--- config.mk ---
export PLATFORM = sky130hd
export DESIGN_NAME = beta_prefetch_buffer
export DESIGN_NICKNAME = d
export VERILOG_FILES = /design/src/rtl/beta_prefetch_buffer.sv
export SDC_FILE = /design/constraint.sdc
export NUM_CORES = 1
export LEC_CHECK = 0
export BUFFER_PORTS_ARGS = -buffer_cell sky130_fd_sc_hd__buf_2
export CORE_MARGIN = 5
export CORE_UTILIZATION = 60
export DETAILED_ROUTE_END_ITERATION = 7
export PLACE_DENSITY = 0.79
export SLEW_MARGIN = 0
export SYNTH_ARGS = -nofsm -noshare
export SYNTH_HDL_FRONTEND = slang
export SYNTH_SLANG_ARGS = --single-unit
--- constraint.sdc ---
create_clock -name clk_i -period 13.6 [get_ports clk_i]
set_input_delay 2.72 -clock clk_i [delete_from_list [all_inputs] [get_ports clk_i]]
set_output_delay 2.72 -clock clk_i [all_outputs]
set_load 0.05 [all_outputs]
--- src/rtl/beta_prefetch_buffer.sv ---
// Instruction prefetch buffer: issues word fetches, tracks outstanding grants,
// and discards stale responses after a flush. Define BETA_PFB_BYPASS_EN for a same-cycle response bypass.
module beta_prefetch_buffer #(
  parameter int                   DataWidth      = 32,
  parameter int                   Depth          = 4,
  parameter int                   MaxOutstanding = 2,
  parameter logic [DataWidth-1:0] BootAddr       = '0
) (
  input  logic                   clk_i,
  input  logic                   rst_i,
  input  logic                   fetch_en_i,
  input  logic                   flush_i,
  input  logic [DataWidth-1:0]   flush_pc_i,
  output logic                   instr_req_o,
  output logic [DataWidth-1:0]   instr_addr_o,
  input  logic                   instr_ready_i,
  input  logic                   instr_valid_i,
  input  logic [DataWidth-1:0]   instr_rdata_i,
  output logic                   out_valid_o,
  input  logic                   out_ready_i,
  output logic [DataWidth-1:0]   out_instr_o,
  output logic [DataWidth-1:0]   out_pc_o,
  output logic [$clog2(Depth):0] pfb_count_o,
  output logic                   pfb_busy_o
);
  localparam int PW = $clog2(Depth);
  localparam int CW = PW + 1;
  localparam logic [DataWidth-1:0] Step    = DataWidth'(DataWidth / 8);
  localparam logic [CW:0]          DepthV  = (CW + 1)'(Depth);
  localparam logic [CW-1:0]        MaxOutV = CW'(MaxOutstanding);
  localparam logic [CW-1:0]        OneC    = CW'(1);
  localparam logic [PW-1:0]        OneP    = PW'(1);

  typedef enum logic [1:0] {IDLE, RUN, FULL} state_e;

  state_e              state_q, state_d;
  logic [CW-1:0]       count_q, count_d;
  logic [CW-1:0]       outst_q, outst_d;
  logic [CW-1:0]       discard_q, discard_d;
  logic [PW-1:0]       rd_ptr_q, rd_ptr_d, wr_ptr_q, wr_ptr_d;
  logic [DataWidth-1:0] fetch_addr_q, fetch_addr_d;
  logic [DataWidth-1:0] resp_pc_q, resp_pc_d;
  logic [DataWidth-1:0] instr_mem_q [Depth];
  logic [DataWidth-1:0] pc_mem_q [Depth];

  logic          grant, resp_acc, drop, push, fifo_pop, pop;
  logic          byp_hit, byp_take;
  logic [CW:0]   occ_q, occ_d;

  // Responses with nothing outstanding are strays and never reach the FIFO.
  assign grant    = instr_req_o & instr_ready_i;
  assign resp_acc = instr_valid_i & (outst_q != '0);
  assign drop     = resp_acc & (discard_q != '0);

`ifdef BETA_PFB_BYPASS_EN
  assign byp_hit = (count_q == '0) & (discard_q == '0) & resp_acc & ~flush_i;
`else
  assign byp_hit = 1'b0;
`endif

  assign out_valid_o = (count_q != '0) | byp_hit;
  assign out_instr_o = byp_hit ? instr_rdata_i : instr_mem_q[rd_ptr_q];
  assign out_pc_o    = byp_hit ? resp_pc_q : pc_mem_q[rd_ptr_q];

  assign pop      = out_valid_o & out_ready_i & ~flush_i;
  assign byp_take = byp_hit & out_ready_i;
  assign fifo_pop = pop & (count_q != '0);
  assign push     = resp_acc & ~drop & ~flush_i & ~byp_take;

  assign occ_q = {1'b0, count_q} + {1'b0, outst_q};
  assign occ_d = {1'b0, count_d} + {1'b0, outst_d};

  assign instr_req_o  = (state_q == RUN) & fetch_en_i & (outst_q < MaxOutV) & (occ_q < DepthV);
  assign instr_addr_o = fetch_addr_q;
  assign pfb_count_o  = count_q;
  assign pfb_busy_o   = (outst_q != '0) | (discard_q != '0);

  always_comb begin
    count_d      = count_q;
    outst_d      = outst_q;
    discard_d    = discard_q;
    rd_ptr_d     = rd_ptr_q;
    wr_ptr_d     = wr_ptr_q;
    fetch_addr_d = fetch_addr_q;
    resp_pc_d    = resp_pc_q;

    if (grant && !resp_acc)      outst_d = outst_q + OneC;
    else if (!grant && resp_acc) outst_d = outst_q - OneC;

    if (flush_i) begin
      // Everything still in flight at the redirect belongs to the old stream.
      count_d      = '0;
      rd_ptr_d     = '0;
      wr_ptr_d     = '0;
      discard_d    = outst_d;
      fetch_addr_d = flush_pc_i;
      resp_pc_d    = flush_pc_i;
    end else begin
      if (drop) discard_d = discard_q - OneC;
      if (grant) fetch_addr_d = fetch_addr_q + Step;
      if (push || byp_take) resp_pc_d = resp_pc_q + Step;
      if (push) wr_ptr_d = wr_ptr_q + OneP;
      if (fifo_pop) rd_ptr_d = rd_ptr_q + OneP;
      if (push && !fifo_pop)      count_d = count_q + OneC;
      else if (!push && fifo_pop) count_d = count_q - OneC;
    end
  end

  always_comb begin
    state_d = state_q;
    case (state_q)
      IDLE: if (fetch_en_i) state_d = RUN;
      RUN: begin
        if (!fetch_en_i && (outst_q == '0)) state_d = IDLE;
        else if (occ_d == DepthV)            state_d = FULL;
      end
      FULL: begin
        if (!fetch_en_i && (outst_q == '0)) state_d = IDLE;
        else if (occ_d < DepthV)             state_d = RUN;
      end
      default: state_d = IDLE;
    endcase
  end

  always_ff @(posedge clk_i or posedge rst_i) begin
    if (rst_i) begin
      state_q      <= IDLE;
      count_q      <= '0;
      outst_q      <= '0;
      discard_q    <= '0;
      rd_ptr_q     <= '0;
      wr_ptr_q     <= '0;
      fetch_addr_q <= BootAddr;
      resp_pc_q    <= BootAddr;
      for (int i = 0; i < Depth; i++) begin
        instr_mem_q[i] <= '0;
        pc_mem_q[i]    <= '0;
      end
    end else begin
      state_q      <= state_d;
      count_q      <= count_d;
      outst_q      <= outst_d;
      discard_q    <= discard_d;
      rd_ptr_q     <= rd_ptr_d;
      wr_ptr_q     <= wr_ptr_d;
      fetch_addr_q <= fetch_addr_d;
      resp_pc_q    <= resp_pc_d;
      if (push) begin
        instr_mem_q[wr_ptr_q] <= instr_rdata_i;
        pc_mem_q[wr_ptr_q]    <= resp_pc_q;
      end
    end
  end

endmodule

==> key figures, run 1 <==
Clock tree
  – Clk slew on worst S/H paths: around 60 ps
  – Post-CTS Setup Inserts: 0
  – Clock Path Buffers: 3
  – Number of hold buffers added after cts: 0
  – Resize count post-CTS: 0
  – Clk_lat worst skew: slightly above 500 ps
  – CTS root buffer: clkbuf_16
  – CTS Sinks: ~340
  – CTS H-tree lvls: 2
  – CTS Buf Count: 37
  – CTS tree: built

Timing
  – Setup ws final: between 7000 and 8000 ps
  – Clock Skew: roughly 17 ps
  – Hold WS: between 500 and 600 ps
  – Worst-Margin Slew: around 910 ps
  – Period utilization: 47.01%
  – RSZ-0062 raised after global routing: no
  – Final hold vios: 0
  – Sum of negative setup slack: 0 ps
  – Slew Limit Headroom: approximately two fifths
  – Fmax: between 150 and 200 MHz
  – Fin crit period: between 6000 and 7000 ps
  – Final setup viols: 0
  – Final slew viol count: 0

Setup path
  – Most used cell, CP: buf_2
  – Crit. End Element: output pin
  – Setup slack, reg-to-reg: 10,120 ps
  – Critical-path top delay cell: nor4bb_1
  – Critical Path RT: about 11,000 ps
  – Critical path startpoint category: primary input
  – Crit path max fanout: 3
  – CP max stage delay: 380 ps
  – Worst EP arrival: 3670 ps
  – CP Class: in -> out
  – Crit-path cells: buf_2, nor4bb_1, and3_1, buf_2

Placed design
  – Place WS: a little over 7000 ps
  – Dpl cells: 1,566
  – DP HPWL: 21.35 mm
  – Placer Congestion: 0.7864
  – Post-DP Area: around 0.018 mm²
  – Port Buf Inserts: around 170

Die
  – Initial core utilization: approximately three fifths
  – Die Area: approximately 0.032 mm²
  – Row Count: slightly above 60
  – Die W: about 180 µm
  – I/O Pins: 173
  – Core Box Area: about 0.028 mm²
  – Die Ht: roughly 180 µm

Yosys
  – Post-synth top area share: 49.10%
  – Number of synthesized flops with an enable pin: 0
  – Avg Cell Area, Syn: approximately 16 µm²
  – Post-synth top flop: dfrtp_1
  – Ys async rst share: between 90% and 100%
  – Yosys warning count: 0
  – Count of different cell masters after synthesis: 56
  – Most instantiated cells after synthesis: dfrtp_1 (335), mux2_4 (240), mux2_2 (65), mux4_2 (64), xnor2_1 (52)
  – Register area share after synthesis: between 40% and 50%
  – Synthesized instance count: ~1,100
  – Synth Cell Area: around 0.017 mm²
  – FF+latch count, synth: approximately 340
  – Synth area leaders: dfrtp_1 (49%), mux2_4 (21%), mux4_2 (8.4%)
  – Most common cell in the synthesized netlist: dfrtp_1
  – Syn_nets: around 1,200
  – Post-synth top area cell: dfrtp_1

GRT
  – Total track usage: a little over a fifth
  – Largest net degree at the start of global routing: about 130
  – Grt ovf: 0
  – Vias in the first global route: slightly above 10,000
  – First-pass GRT wire length: about 56 mm
  – Initial antenna violation count: 0

Final layout
  – Final net count: 1,318
  – Reg area: around 0.0084 mm²
  – Layout Utilization: between 60 and 70%
  – Ant. Diodes: 0
  – Synth-to-Final Area Change: 11.34%
  – Layout cells sized above 1: around 50%
  – Multi-input logic area: 0.007896 mm²
  – Post-route cell area: 0.01901 mm²
  – Filler-free cell count of the finished design: about 1,600
  – Fillers: roughly 2,000

Detailed routing
  – Avg WL per Cell: about 21 µm
  – Via density per instance: between 5 and 6
  – Total Wirelength: roughly 35 mm
  – Antenna Violating Nets Remaining: 0
  – Post-route DRC: 0
  – First-pass DRT Iterations: 5
  – 1st-iter DRT viols: between 500 and 600
  – Via count: between 9,000 and 10,000

Power and ir drop
  – Lkg Pwr: around 9.5 nW
  – Pwr Total: a little under 4 mW
  – Total power per unit cell area: around 200 mW/mm²
  – Worst VDD drop: 96.48 µV

Run status
  – Status: finished, final reports clean

Job
  – Max Cap Viol: 0

Hold path
  – Worst hold path type: reg -> reg
-- worst max-delay path: cells and delay by family --
family | cells | cell delay, ps
AND/OR/NAND/NOR | 2 | 590
buffers and inverters | 2 | 360
-- kinds of logic after synthesis --
group           after synthesis  synth area share [%]
compound gates               30                 1.085
xor+xnor                     68                 3.488
fa+ha+maj                    21                 1.568
buf+inv                      88                 4.653
flops                       335                 49.10
mux                         375                 34.19
simple gates                158                 5.914
-- area by class of cell --
type | instances | share of cell area (%)
inverters | 21 | 0.4542
flip-flops and latches | 335 | 44.14
clock buffers | 52 | 5.759
multi-input cells | 652 | 41.54
well taps | 378 | 2.488
clock inverters | 12 | 0.7767
repair buffers | 180 | 4.844
-- state kept, by name, summed over array words and instances, names as in the netlist --
signal	flops
instr_mem_q	128
pc_mem_q	128
outst_q	3
state_q	2
rd_ptr_q	2
pfb_count_o	3
resp_pc_q	32
instr_addr_o	32
wr_ptr_q	2
discard_q	3
-- path summary, 6_finish.rpt --
path,endpoint,cells after the start,from
min in group asynchronous,instr_mem_q[1],2,rst_i
worst min register to register,instr_mem_q[55],1,instr_mem_q[55]
worst max-delay path,instr_req_o,4,fetch_en_i
worst max register to register,state_q[0],13,outst_q[2]
max in group asynchronous,rd_ptr_q[0],4,rst_i
worst min-delay path,instr_mem_q[55],1,instr_mem_q[55]
-- placed cells by master, fill, tap and decap left out, types with 19 or more instances in the layout --
| cell type | n |
|---|---|
| mux4_2 | 64 |
| clkbuf_16 | 39 |
| buf_2 | 172 |
| nand4_1 | 33 |
| xnor2_1 | 52 |
| nand3_1 | 27 |
| mux2_4 | 240 |
| mux2_2 | 65 |
| nor2_1 | 20 |
| dfrtp_1 | 333 |
| inv_1 | 19 |
| nand2_1 | 21 |
| ha_1 | 19 |
-- layer usage --
layer | routed length, µm | global-route usage (%)
met1 | 16410 | 32.76
met2 | 15950 | 34.08
met3 | 1876 | 4.197
met4 | 438 | 4.445
met5 | 0 | 0
-- where the power goes --
part	internal [mW]	leakage, nW	total [mW]	switching, mW
Clock	0.619	0.615	1.02	0.398
Sequential	1.20	4.39	1.38	0.179
Combinational	0.601	4.51	1.47	0.866
Total	2.42	9.51	3.86	1.44
No activity file was read; power rests on OpenSTA's default activity.
==> inputs of run 2 (changes only) <==
Clock period 13.6 ns to 6.51 ns, I/O delays scaled along.
==> run 2 against run 1 <==
- clock power up 100%
- cell area about the same
- clock skew hardly changed
- global-route usage is 0.29 points higher
- critical path type is now reg -> out
- critical endpoint is now out_pc_o[29]
==> key figures, run 2 (synthesis results as in run 1) <==
Die
  – Row Count: between 60 and 70
  – Core Box Area: approximately 0.028 mm²
  – Initial core utilization: 61.12%
  – I/O Pins: 173
  – Die Ht: ~180 µm
  – Die Area: between 0.03 and 0.04 mm²
  – Die W: between 150 and 200 µm

Hold path
  – Min-delay src: pc_mem_q[18]
  – Hold endpoint: pc_mem_q[18]
  – WHS Path Cells: 1
  – Worst hold path type: reg -> reg

Detailed routing
  – 1st-iter DRT viols: 564
  – Total Wirelength: between 30 and 40 mm
  – Avg WL per Cell: around 21 µm
  – Antenna Violating Nets Remaining: 0
  – Via density per instance: 5.768
  – Post-route DRC: 0
  – Via count: ~9,400
  – First-pass DRT Iterations: 5

Setup path
  – Critical-path top delay cell: dfrtp_4
  – Crit-path cells: buf_4, mux4_2, buf_2
  – Worst path bufs/invs: 2
  – R2R depth: 13
  – Reg2Reg Launch Point: pfb_count_o[2]
  – Worst EP arrival: 2850 ps
  – Setup slack, reg-to-reg: 3080 ps
  – CP max stage delay: 930 ps
  – Critical path startpoint category: flip-flop
  – Worst path top cell family by delay: flip-flops
  – Crit. End Element: output pin
  – Critical Path RT: between 5000 and 6000 ps
  – Crit path max fanout: 38
  – Reg2reg end: state_q[1]
  – CP Class: reg -> out

Final layout
  – Synth-to-Final Area Change: 11.29%
  – Commonest cells after routing, fill and taps aside: dfrtp_1 (333), mux2_4 (240), buf_2 (172)
  – Post-route cell area: between 0.015 and 0.02 mm²
  – Layout Utilization: approximately two thirds
  – Most common cell after layout, fill and taps aside: dfrtp_1
  – Final net count: 1,318
  – Biggest regs: instr_mem_q: 128 flops, pc_mem_q: 128 flops
  – Ant. Diodes: 0
  – Layout cells sized above 1: 49.80%

Timing
  – Hold WS: ~500 ps
  – Fin crit period: 4157 ps
  – Fmax: 240.6 MHz
  – Final slew viol count: 0
  – Sum of negative setup slack: 0 ps
  – Period utilization: between 60% and 70%
  – RSZ-0062 raised after global routing: no
  – Slew Limit Headroom: approximately a third
  – Clock Skew: 16.73 ps
  – Final setup viols: 0
  – Worst-Margin Slew: 978.1 ps
  – Final hold vios: 0

Placed design
  – Post-DP Area: around 0.018 mm²
  – Port Buf Inserts: 172
  – DP HPWL: 21.17 mm
  – Placer Congestion: about 0.85

GRT
  – Largest net degree at the start of global routing: 172
  – Grt ovf: 0
  – Initial antenna violation count: 0
  – Vias in the first global route: 10,299
  – First-pass GRT wire length: about 57 mm
  – Total track usage: between 20% and 30%

Power and ir drop
  – Combinational power share: between 30% and 40%
  – Sw Ratio: about 37%
  – Clk pwr share: a little over a quarter
  – Internal power component: about 5.0 mW
  – Reg power frac: 35.9%
  – Lkg Pwr: approximately 9.5 nW
  – Total power per unit cell area: approximately 420 mW/mm²
  – Worst VDD drop: 226.3 µV
  – Switch Pwr: between 3 and 4 mW

Clock tree
  – Clk_lat worst skew: approximately 520 ps
  – CTS Sinks: roughly 340
  – CTS Buf Count: 38
  – CTS tree: built
  – Post-CTS Setup Inserts: 0
  – CTS H-tree lvls: 2
  – CTS root buffer: clkbuf_16
  – Number of hold buffers added after cts: 0
  – Clock Path Buffers: 3
  – Resize count post-CTS: 0
  – Clk slew on worst S/H paths: about 60 ps

Job
  – Max Cap Viol: 0

Run status
  – Status: finished, final reports clean
-- run 2: power groups by stage --
stage | Clock, mW | Sequential [mW] | Combinational [mW]
finish | 2.09 | 2.89 | 3.06
global route | 2.22 | 2.96 | 3.23
CTS | 2.14 | 2.89 | 3.09
detailed placement | 0 | 2.91 | 3.08
global placement | 0 | 2.89 | 3.02
floorplan | 0 | 2.83 | 2.51
-- run 2: metrics by stage --
step,power [mW],setup WS (ps),cells
after floorplan,5.335,731.4,1075
after global placement,5.908,2538,1565
after detailed placement,5.986,2446,1565
after CTS,8.112,2276,1631
after global routing,8.411,2183,1631
final,8.036,2353,1631
-- run 2: cell type report --
| type | count | area, µm² |
|---|---|---|
| fillers | 1947 | 8934 |
| flip-flops and latches | 335 | 8391 |
| multi-input cells | 652 | 7896 |
| clock buffers | 54 | 1102 |
| repair buffers | 179 | 938.4 |
| well taps | 378 | 473.0 |
| clock inverters | 12 | 117.6 |
| inverters | 21 | 82.58 |
-- run 2: per-layer routing --
metal  part of all wire, %  track usage [%]  wire length (µm)
met1                    47            32.57             16090
met2                    46            34.62             15880
met3                   5.8            5.019              2014
met4                   1.5            4.541               515
met5                     0                0                 0
-- run 2: worst max path at each step --
stage          cells after the start            to  slack [ps]   startpoint
2_1_floorplan                      1  discard_q[0]         730        rst_i
3_3_place_gp                      13    state_q[1]        2540   fetch_en_i
3_5_place_dp                      13    state_q[1]        2450   fetch_en_i
4_1_cts                            3  out_pc_o[29]        2280  rd_ptr_q[0]
5_1_grt                            3  out_pc_o[29]        2180  rd_ptr_q[0]
6_report                           3  out_pc_o[29]        2350  rd_ptr_q[0]
==> inputs of run 3 (changes only) <==
Settings changed: CORE_UTILIZATION 60 to 54, PLACE_DENSITY 0.79 to 0.75.
Clock period 6.51 ns to 3.35 ns, I/O delays scaled along.
==> run 3 against run 2 <==
- power rose by 97%
- register-to-register slack got worse by 2900 ps
- hold slack got worse by 340 ps
- global-route usage fell by 2.4 points
- clock-buffer cell count fell by 1
- clock skew rose by 0.84 ps
- combinational power rose by 99%
- largest power group unchanged
==> key figures, run 3 (synthesis results as in run 1) <==
Setup path
  – Worst path bufs/invs: 2
  – CP Class: reg -> reg
  – Most used cell, CP: ha_1
  – Critical Path RT: approximately 3800 ps
  – Critical-path top delay cell: dfrtp_1
  – CP max stage delay: 430 ps
  – Worst EP arrival: 3570 ps
  – Crit path max fanout: 8
  – Critical path startpoint category: flip-flop
  – Crit. End Element: flip-flop
  – Crit-path cells: inv_1, ha_1, nand2b_2, and3_1, buf_4, a2bb2oi_1, xor2_1, nor2_1, ha_1, nor2b_1, a31oi_1, nor4b_2, and3b_1, o22a_2
  – Worst path top cell family by delay: simple AND/OR/NAND/NOR gates

GRT
  – Grt ovf: 0
  – Largest net degree at the start of global routing: 98
  – Vias in the first global route: 10,296
  – Initial antenna violation count: 0
  – First-pass GRT wire length: between 50 and 60 mm
  – Total track usage: between 10% and 20%

Detailed routing
  – Via density per instance: between 5 and 6
  – Post-route DRC: 0
  – Via count: ~9,500
  – Avg WL per Cell: between 20 and 25 µm
  – 1st-iter DRT viols: 470
  – First-pass DRT Iterations: 4
  – Total Wirelength: approximately 35 mm
  – Antenna Violating Nets Remaining: 0

Hold path
  – Worst hold path type: in -> async

Timing
  – Period utilization: between 90% and 100%
  – Setup ws final: roughly 230 ps
  – Sum of negative setup slack: 0 ps
  – Final setup viols: 0
  – Final hold vios: 0
  – Clock Skew: between 15 and 20 ps
  – Fmax: 320.3 MHz
  – Final slew viol count: 0
  – Worst-Margin Slew: 831.8 ps
  – Fin crit period: 3122 ps
  – Hold WS: roughly 170 ps
  – Slew Limit Headroom: 44.55%

Placed design
  – Port Buf Inserts: between 150 and 200
  – Dpl cells: between 1,500 and 2,000
  – Placer Congestion: a little over 0.8
  – Place WS: ~40 ps
  – DP HPWL: 22.19 mm
  – Post-DP Area: 0.01795 mm²

Final layout
  – Filler-free cell count of the finished design: roughly 1,700
  – Layout cells sized above 1: between 50% and 60%
  – Commonest cells after routing, fill and taps aside: dfrtp_1 (333), mux2_4 (240), buf_2 (172)
  – Ant. Diodes: 0
  – Biggest regs: instr_mem_q: 128 flops, pc_mem_q: 128 flops
  – Most common cell after layout, fill and taps aside: dfrtp_1
  – Final net count: 1,326
  – Post-route cell area: around 0.019 mm²
  – Layout Utilization: between 60% and 70%
  – Synth-to-Final Area Change: 12.58%

Die
  – Row Count: between 60 and 70
  – Die Ht: roughly 190 µm
  – Initial core utilization: between 50% and 60%
  – I/O Pins: ~170
  – Die Area: 0.03527 mm²
  – Die W: about 190 µm
  – Core Box Area: roughly 0.031 mm²

Clock tree
  – CTS H-tree lvls: 2
  – Post-CTS Setup Inserts: 0
  – Number of hold buffers added after cts: 0
  – CTS root buffer: clkbuf_16
  – Clock Path Buffers: 3
  – Clk slew on worst S/H paths: 60 ps
  – CTS tree: built
  – Clk_lat worst skew: 510 ps
  – CTS Sinks: roughly 340
  – CTS Buf Count: 38

Power and ir drop
  – Lkg Pwr: about 9.6 nW
  – Pwr Total: between 15 and 20 mW
  – Worst VDD drop: 460.5 µV
  – Total power per unit cell area: 822.5 mW/mm²

Job
  – Max Cap Viol: 0

Run status
  – Status: finished, final reports clean
==> run 3: changes by cell type in the layout (fill, tap and decap cells not counted), moves of 2 or more <==
cell / previous run / this run
buf_12: 2 / 8
buf_4: 5 / 7
clkbuf_1: 8 / 6
clkinv_4: 0 / 2
==> run 3: power by group <==
group          internal, mW  switching (mW)  total (mW)
registers              4.87           0.667        5.54
clock network          2.54            1.63        4.17
logic                  2.52            3.58        6.10
==> run 3: area by class of cell <==
class	count	area (µm²)
timing repair buffer	187	1074
multi-input combinational	652	7908
tap	402	503.0
sequential	335	8391
clock inverter	14	156.4
fill	2369	12170
inverter	21	82.58
clock buffer	53	1109
==> run 3: worst paths after layout <==
| kind | to | slack (ps) | start | depth (start not counted) |
|---|---|---|---|---|
| worst max-delay path | state_q[1] | 230 | outst_q[1] | 14 |
| worst min register to register | instr_mem_q[27] | 500 | instr_mem_q[27] | 1 |
| worst max register to register | state_q[1] | 230 | outst_q[1] | 14 |
| max in group asynchronous | pc_mem_q[116] | 2340 | rst_i | 3 |
| worst min-delay path | instr_addr_o[0] | 170 | rst_i | 2 |
| min in group clk_i | resp_pc_q[0] | 400 | flush_pc_i[0] | 3 |
==> run 3: worst register-to-register path: stages (launching register included) <==
cell and delay [ps]:
dfrtp_1 430, inv_1 110, ha_1 210, nand2b_2 180, and3_1 230, buf_4 160
a2bb2oi_1 200, xor2_1 160, nor2_1 80, ha_1 340, nor2b_1 210, a31oi_1 140
nor4b_2 300, and3b_1 200, o22a_2 120
==> run 3: layer usage <==
| layer | track usage, % | vias up | share of wire (%) |
|---|---|---|---|
| li1 | - | 4252 | - |
| met1 | 29.15 | 4973 | 47 |
| met2 | 31.29 | 218 | 46 |
| met3 | 3.797 | 35 | 5.0 |
| met4 | 3.755 | 0 | 1.4 |
| met5 | 0 | - | 0 |
==> run 3: repair_timing <==
item                                    CTS  global route
endpoints found under the setup margin    0             2
resized for setup                         0             3
endpoints found under the hold margin     0             0
